===== config.mk =====
export PLATFORM = sky130hd
export DESIGN_NAME = gs232c_bhr_flat
export DESIGN_NICKNAME = d
export VERILOG_FILES = /design/src/rtl/gs232c_bhr_pkg.sv /design/src/rtl/gs232c_bhr_if.sv /design/src/rtl/gs232c_bhr_ckq.sv /design/src/rtl/gs232c_bhr.sv /design/src/flat_wrapper.sv
export SDC_FILE = /design/constraint.sdc
export NUM_CORES = 1
export LEC_CHECK = 0
export ABC_CLOCK_PERIOD_IN_PS = 3100
export CORE_MARGIN = 8
export CORE_UTILIZATION = 60
export CTS_BUF_LIST = sky130_fd_sc_hd__clkbuf_2 sky130_fd_sc_hd__clkbuf_4 sky130_fd_sc_hd__clkbuf_8
export CTS_CLUSTER_SIZE = 30
export DETAILED_ROUTE_END_ITERATION = 10
export DONT_BUFFER_PORTS = 1
export PLACE_DENSITY_LB_ADDON = 0.25
export SLEW_MARGIN = 20
export SYNTH_ARGS = -nofsm -noshare
export SYNTH_HDL_FRONTEND = slang
export SYNTH_HIERARCHICAL = 1
export SYNTH_SLANG_ARGS = --single-unit

===== constraint.sdc =====
create_clock -name clock -period 3.1 [get_ports clock]
set_input_delay 0.62 -clock clock [delete_from_list [all_inputs] [get_ports clock]]
set_output_delay 0.62 -clock clock [all_outputs]
set_load 0.02 [all_outputs]

===== src/rtl/gs232c_bhr_pkg.sv =====
// Shared constants, history type and the shift-in helper for the gs232c branch-history manager.
package gs232c_bhr_pkg;
    localparam int HW_DEF    = 25;
    localparam int TW_DEF    = 21;
    localparam int DEPTH_DEF = 8;
    // Working width of shift_in; callers zero-extend into it and truncate the result.
    localparam int SHW       = 64;

    typedef logic [HW_DEF-1:0] bhr_hist_t;

    function automatic logic [SHW-1:0] shift_in(logic [SHW-1:0] hist, logic [2:0] n, logic b_in);
        return (hist << n) | {{(SHW-1){1'b0}}, b_in};
    endfunction
endpackage


===== src/rtl/gs232c_bhr_if.sv =====
// Fetch/resolve/commit bus between the branch-history manager and its neighbours.
interface gs232c_bhr_if #(
    parameter int HW = gs232c_bhr_pkg::HW_DEF,
    parameter int TW = gs232c_bhr_pkg::TW_DEF,
    parameter int QW = 3
);
    logic          fe_go;
    logic [2:0]    fe_nbr;
    logic          fe_taken;
    logic [31:0]   fe_pc;
    logic          fe_ready;
    logic [QW-1:0] fe_qid;
    logic          br_brop;
    logic          br_cancel;
    logic [QW-1:0] br_qid;
    logic [2:0]    br_nbr;
    logic          br_taken;
    logic          cm_go;
    logic [TW-1:0] bhr_bt;
    logic [HW-1:0] bhr_br;
    logic          q_empty;

    modport master (
        output fe_go, fe_nbr, fe_taken, fe_pc, br_brop, br_cancel, br_qid, br_nbr, br_taken, cm_go,
        input  fe_ready, fe_qid, bhr_bt, bhr_br, q_empty
    );
    modport slave (
        input  fe_go, fe_nbr, fe_taken, fe_pc, br_brop, br_cancel, br_qid, br_nbr, br_taken, cm_go,
        output fe_ready, fe_qid, bhr_bt, bhr_br, q_empty
    );
endinterface


===== src/rtl/gs232c_bhr_ckq.sv =====
// Checkpoint ring: per-block history snapshots plus head/tail/count; count separates full from empty.
module gs232c_bhr_ckq #(
    parameter int HW    = gs232c_bhr_pkg::HW_DEF,
    parameter int DEPTH = gs232c_bhr_pkg::DEPTH_DEF,
    parameter int QW    = $clog2(DEPTH)
) (
    input  logic          clock,
    input  logic          reset,
    input  logic          i_push,
    input  logic [HW-1:0] i_push_hist,
    input  logic          i_push_path,
    input  logic          i_pop,
    input  logic          i_rewind,
    input  logic [QW-1:0] i_rewind_qid,
    input  logic [QW-1:0] i_rd_qid,
    output logic [HW-1:0] o_rd_hist,
    output logic          o_rd_path,
    output logic [QW-1:0] o_tail,
    output logic          o_ready,
    output logic          o_empty
);
    logic [HW-1:0] r_hist [DEPTH];
    logic [DEPTH-1:0] r_path;
    logic [QW-1:0] r_head, r_tail;
    logic [QW:0]   r_count;

    logic          w_pop;
    logic [QW-1:0] w_qid_inc, w_keep;
    logic [QW:0]   w_rw_cnt;

    assign w_pop     = i_pop & (r_count != '0);
    assign w_qid_inc = i_rewind_qid + QW'(1);
    assign w_keep    = w_qid_inc - r_head;
    // A live qid only wraps back to head when every entry is kept, i.e. the ring was full.
    assign w_rw_cnt  = (w_keep == '0) ? (QW+1)'(DEPTH) : {1'b0, w_keep};

    always_ff @(posedge clock or negedge reset) begin
        if (!reset) begin
            r_head  <= '0;
            r_tail  <= '0;
            r_count <= '0;
            r_path  <= '0;
            for (int i = 0; i < DEPTH; i++) r_hist[i] <= '0;
        end else begin
            if (i_push) begin
                r_hist[r_tail] <= i_push_hist;
                r_path[r_tail] <= i_push_path;
            end
            if (i_rewind) begin
                r_tail  <= w_qid_inc;
                r_count <= w_rw_cnt - (QW+1)'(w_pop);
            end else begin
                r_tail  <= r_tail + QW'(i_push);
                r_count <= r_count + (QW+1)'(i_push) - (QW+1)'(w_pop);
            end
            r_head <= r_head + QW'(w_pop);
        end
    end

    assign o_rd_hist = r_hist[i_rd_qid];
    assign o_rd_path = r_path[i_rd_qid];
    assign o_tail    = r_tail;
    assign o_ready   = (r_count != (QW+1)'(DEPTH));
    assign o_empty   = (r_count == '0);
endmodule


===== src/rtl/gs232c_bhr.sv =====
// Global branch-history manager: speculative history, checkpoint queue and mispredict restore.
// Optional GS232C_BHR_PATH_EN: taken-branch insert bit becomes ~fe_pc[2] and is kept per checkpoint.
module gs232c_bhr
    import gs232c_bhr_pkg::*;
#(
    parameter int HW    = HW_DEF,
    parameter int TW    = TW_DEF,
    parameter int DEPTH = DEPTH_DEF,
    parameter int QW    = $clog2(DEPTH)
) (
    input  logic clock,
    input  logic reset,
    gs232c_bhr_if.slave bus
);
    logic [HW-1:0] r_spec;
    logic [HW-1:0] w_spec_nxt, w_rd_hist, w_bhr_br;
    logic          w_rd_path, w_path, w_berr, w_push, w_push_bit, w_ready, w_empty;
    logic [QW-1:0] w_tail;

`ifdef GS232C_BHR_PATH_EN
    assign w_path = ~bus.fe_pc[2];
`else
    assign w_path = 1'b1;
`endif

    assign w_berr     = bus.br_brop & bus.br_cancel;
    assign w_push     = bus.fe_go & w_ready & ~w_berr;
    assign w_push_bit = bus.fe_taken & (bus.fe_nbr != 3'd0) & w_path;
    // Same-cycle resolved history: the BHT samples it alongside br_brop.
    assign w_bhr_br   = HW'(shift_in(SHW'(w_rd_hist), bus.br_nbr, bus.br_taken & w_rd_path));

    always_comb begin
        w_spec_nxt = r_spec;
        if (w_berr)
            w_spec_nxt = w_bhr_br;
        else if (w_push)
            w_spec_nxt = HW'(shift_in(SHW'(r_spec), bus.fe_nbr, w_push_bit));
    end

    always_ff @(posedge clock or negedge reset) begin
        if (!reset) r_spec <= '0;
        else        r_spec <= w_spec_nxt;
    end

    gs232c_bhr_ckq #(.HW(HW), .DEPTH(DEPTH), .QW(QW)) u_ckq (
        .clock        (clock),
        .reset        (reset),
        .i_push       (w_push),
        .i_push_hist  (r_spec),
        .i_push_path  (w_path),
        .i_pop        (bus.cm_go),
        .i_rewind     (w_berr),
        .i_rewind_qid (bus.br_qid),
        .i_rd_qid     (bus.br_qid),
        .o_rd_hist    (w_rd_hist),
        .o_rd_path    (w_rd_path),
        .o_tail       (w_tail),
        .o_ready      (w_ready),
        .o_empty      (w_empty)
    );

    assign bus.bhr_bt   = r_spec[TW-1:0];
    assign bus.bhr_br   = w_bhr_br;
    assign bus.fe_ready = w_ready;
    assign bus.fe_qid   = w_tail;
    assign bus.q_empty  = w_empty;
endmodule


===== src/flat_wrapper.sv =====
// flat-port wrapper written by rule: the top's interface ports become plain ports
module gs232c_bhr_flat import gs232c_bhr_pkg::*;
#(
    parameter int HW    = HW_DEF,
    parameter int TW    = TW_DEF,
    parameter int DEPTH = DEPTH_DEF,
    parameter int QW    = $clog2(DEPTH)
)
  (clock, reset, bus_fe_go, bus_fe_nbr, bus_fe_taken, bus_fe_pc, bus_br_brop, bus_br_cancel, bus_br_qid, bus_br_nbr, bus_br_taken, bus_cm_go, bus_fe_ready, bus_fe_qid, bus_bhr_bt, bus_bhr_br, bus_q_empty);
  gs232c_bhr_if #(.HW(HW), .TW(TW), .QW(QW)) bus_i ();
  input  logic clock;
  input  logic reset;
  input wire logic [$bits(bus_i.fe_go)-1:0] bus_fe_go;
  input wire logic [$bits(bus_i.fe_nbr)-1:0] bus_fe_nbr;
  input wire logic [$bits(bus_i.fe_taken)-1:0] bus_fe_taken;
  input wire logic [$bits(bus_i.fe_pc)-1:0] bus_fe_pc;
  input wire logic [$bits(bus_i.br_brop)-1:0] bus_br_brop;
  input wire logic [$bits(bus_i.br_cancel)-1:0] bus_br_cancel;
  input wire logic [$bits(bus_i.br_qid)-1:0] bus_br_qid;
  input wire logic [$bits(bus_i.br_nbr)-1:0] bus_br_nbr;
  input wire logic [$bits(bus_i.br_taken)-1:0] bus_br_taken;
  input wire logic [$bits(bus_i.cm_go)-1:0] bus_cm_go;
  output wire logic [$bits(bus_i.fe_ready)-1:0] bus_fe_ready;
  output wire logic [$bits(bus_i.fe_qid)-1:0] bus_fe_qid;
  output wire logic [$bits(bus_i.bhr_bt)-1:0] bus_bhr_bt;
  output wire logic [$bits(bus_i.bhr_br)-1:0] bus_bhr_br;
  output wire logic [$bits(bus_i.q_empty)-1:0] bus_q_empty;
  assign bus_i.fe_go = bus_fe_go;
  assign bus_i.fe_nbr = bus_fe_nbr;
  assign bus_i.fe_taken = bus_fe_taken;
  assign bus_i.fe_pc = bus_fe_pc;
  assign bus_i.br_brop = bus_br_brop;
  assign bus_i.br_cancel = bus_br_cancel;
  assign bus_i.br_qid = bus_br_qid;
  assign bus_i.br_nbr = bus_br_nbr;
  assign bus_i.br_taken = bus_br_taken;
  assign bus_i.cm_go = bus_cm_go;
  assign bus_fe_ready = bus_i.fe_ready;
  assign bus_fe_qid = bus_i.fe_qid;
  assign bus_bhr_bt = bus_i.bhr_bt;
  assign bus_bhr_br = bus_i.bhr_br;
  assign bus_q_empty = bus_i.q_empty;
  gs232c_bhr #(.HW(HW), .TW(TW), .DEPTH(DEPTH), .QW(QW)) u_core (.clock(clock), .reset(reset), .bus(bus_i));
endmodule

==> results.cfg <==
[outcome]
status = complete, but fails checks
violations = hold timing, setup timing

[floorplan]
die_h_um = 164
io_pins = 100
die_x_um = 164
rows = 54
core_um2 = 21600
initial_core_util = 0.607
die_area_um2 = 26900

[timing]
fin_crit_sh = 1.03
rsz0062_at_grt = true
timing.fmax_ghz = 0.312
maxSlewHeadroom = 0.344
final_max_slew_viol_count = 0
worstMarginPinSlew_ns = 0.976
fin_worst_skew_ns = 0.0249
hold_viol = 243
finalSetupViolations = 13
fin_ws_ns = -0.106
hold-worst-slack_ns = -0.207
period_needed_ns = 3.21

[final_layout]
final_nets = 971
layout-drive-gt1-share = 0.493
area_growth_pct = 8.45
fin_util = 0.658
fin_cells = 1216
diodes = 0

[yosys]
syn_avg_cell_area_um2 = 14.3
ys_seq_elements = 243
async_flop_share = 1.00
yosysSeqAreaShare = 0.463
yosysWarnings = 6
yosysTopAreaCell = dfrtp_1
synth.area.top_cells = dfrtp_1, mux2_2, mux4_2, mux2i_1, buf_4
netlist.area_leader.share = 0.463
synthFlopType = dfrtp_1
yosysUniqueCellTypes = 56
postSynthCellCount = 917
synth_area_um2 = 13100
synth_edf_count = 0

[detailed_routing]
drtIter0Drc = 582
drc_errors = 0
wl_per_cell_um = 25.2
drt-total-wl_mm = 30.6
ant_nets = 0
avgViaCountPerCell = 6.54
num_vias = 7948
dr.pass1.iters = 5

[power]
seq_power_share = 0.423
peakVddDrop_uv = 487
clockPowerShare = 0.219
power.leakage_nw = 6.26
swShare = 0.334
power.internal_mw = 9.38
switching_power_mw = 4.71
pwr-share-comb = 0.358
powerDensity_nw_per_um2 = 991

[global_routing]
antenna_found_initial = 0
grt_pass1_wl_mm = 49.2
grt_usage = 0.235
grt_max_degree = 244
grt_pass1_vias = 8831
grt-ovfl-total = 0

[worst_setup_path]
cp_slowest_cell = mux4_2
cp.arrival_ns = 2.59
crit_path_start_kind = register
crit_buf_inv = 0
cp_max_fo = 4
worstSetupEndpointType = output pin
path_cells = mux4_2 > mux2_4 > mux2_4 > mux4_2
path_delay_family = multiplexers
cp.required_ns = 2.48
crit_path_max_incr_delay_ns = 0.59
crit_type = reg -> out

[placed_design]
globalplace.congestion = 0.891
placedCellCount = 1133
port_buffers = 0
dp_hpwl_mm = 19.3

[clock_tree]
clk_latency_ns = 0.54
root_buffer = clkbuf_8
cts_sinks = 243
cts_tree = done
clk_path_buf_depth = 3
path_clk_slew_ns = 0.06
cts_buffers = 42
htreeDepth = 2

[flow_run]
drv_cap = 0

[min_path]
hold_class = in -> async
final timing paths:
path | start | slack, ns | to | cells past startpoint
setup / recovery | u_core/u_ckq/r_hist[130] | -0.11 | bus_bhr_br[6] | 4
hold / removal | reset | -0.21 | u_core/u_ckq/r_path[4] | 0
setup reg to reg | u_core/u_ckq/r_count[2] | 0.52 | u_core/u_ckq/r_count[2] | 12
hold reg to reg | u_core/u_ckq/r_hist[145] | 0.50 | u_core/u_ckq/r_hist[145] | 1
max in group asynchronous | reset | 2.82 | u_core/u_ckq/r_hist[70] | 0
min in group clock | bus_br_qid[0] | 0.18 | u_core/u_ckq/o_tail[0] | 1
cell type report:
class                      instances  area [µm²]
tap                              280         350
sequential                       243        6080
timing repair buffer              25         188
multi-input combinational        581        6650
clock buffer                      69         862
clock inverter                     5        53.8
fill                            1526        7390
inverter                          13        48.8
cells in the final DEF, fill, tap and decap left out, types with 11 or more instances in the layout:
master	instances
o21ai_0	19
dfrtp_1	243
nand2_1	19
ha_1	14
o22ai_1	15
clkbuf_8	55
inv_1	11
nor2_1	16
mux4_2	75
mux2_4	30
mux2_2	218
buf_4	25
mux2i_1	45
clkbuf_4	14
stage by stage:
step	worst slack (ns)	TNS [ns]	instance area, µm²	hold WS (ns)	total power [mW]
5_1_grt	-0.171	-1.85	14200	-0.248	14.9
3_5_place_dp	0.0860	0	13100	0.339	10.7
3_3_place_gp	0.111	0	13100	0.339	10.3
6_report	-0.106	-1.08	14200	-0.207	14.1
4_1_cts	-0.114	-1.31	14100	-0.233	14.0
2_1_floorplan	0.000551	0	13200	0.324	9.69
cells in the mapped netlist, drive strengths merged (4+ instances only):
cell     instances
a21oi           12
and2             4
buf             68
clkbuf          19
dfrtp          243
ha              14
inv             13
mux2           255
mux2i           47
mux4            75
nand2           29
nand2b           4
nor2            17
nor2b            8
nor3             4
o21ai           36
o22ai           17
o2bb2ai          8
xnor2            6
logic make-up after synthesis:
family	after synthesis	share of synthesized area
mux	377	0.386
fa+ha+maj	16	0.0164
simple gates	78	0.0358
compound gates	93	0.0459
xor+xnor	9	0.00601
buf+inv	100	0.0459
flops	243	0.463
other cells	1	0.000286
power groups by stage:
stage / registers [mW] / clock network, mW / logic [mW]
after global routing: 6.17 / 3.31 / 5.41
final: 5.97 / 3.09 / 5.04
after CTS: 5.96 / 3.16 / 4.91
after detailed placement: 6.02 / 0 / 4.72
after global placement: 5.81 / 0 / 4.49
after floorplan: 5.35 / 0 / 4.34
registers in the layout, indices dropped and copies added (netlist names):
signal	cells
u_core/u_ckq/r_path	8
u_core/u_ckq/r_count	4
u_core/u_ckq/r_head	3
u_core/u_ckq/r_hist	200
u_core/r_spec	25
u_core/u_ckq/o_tail	3
routing by layer:
layer	global-route usage	up-vias	part of all wire
li1	-	3403	-
met1	0.281	4219	0.39
met2	0.406	259	0.51
met3	0.0629	67	0.070
met4	0.0831	0	0.026
met5	0	-	0
what timing repair did:
action | CTS | global route
setup buffers | 4 | 5
endpoints found under the setup margin | 21 | 24
gates resized for setup | 31 | 17
pin swaps | 0 | 2
hold endpoints to repair | 243 | 243
(Power assumes the default switching activity.)
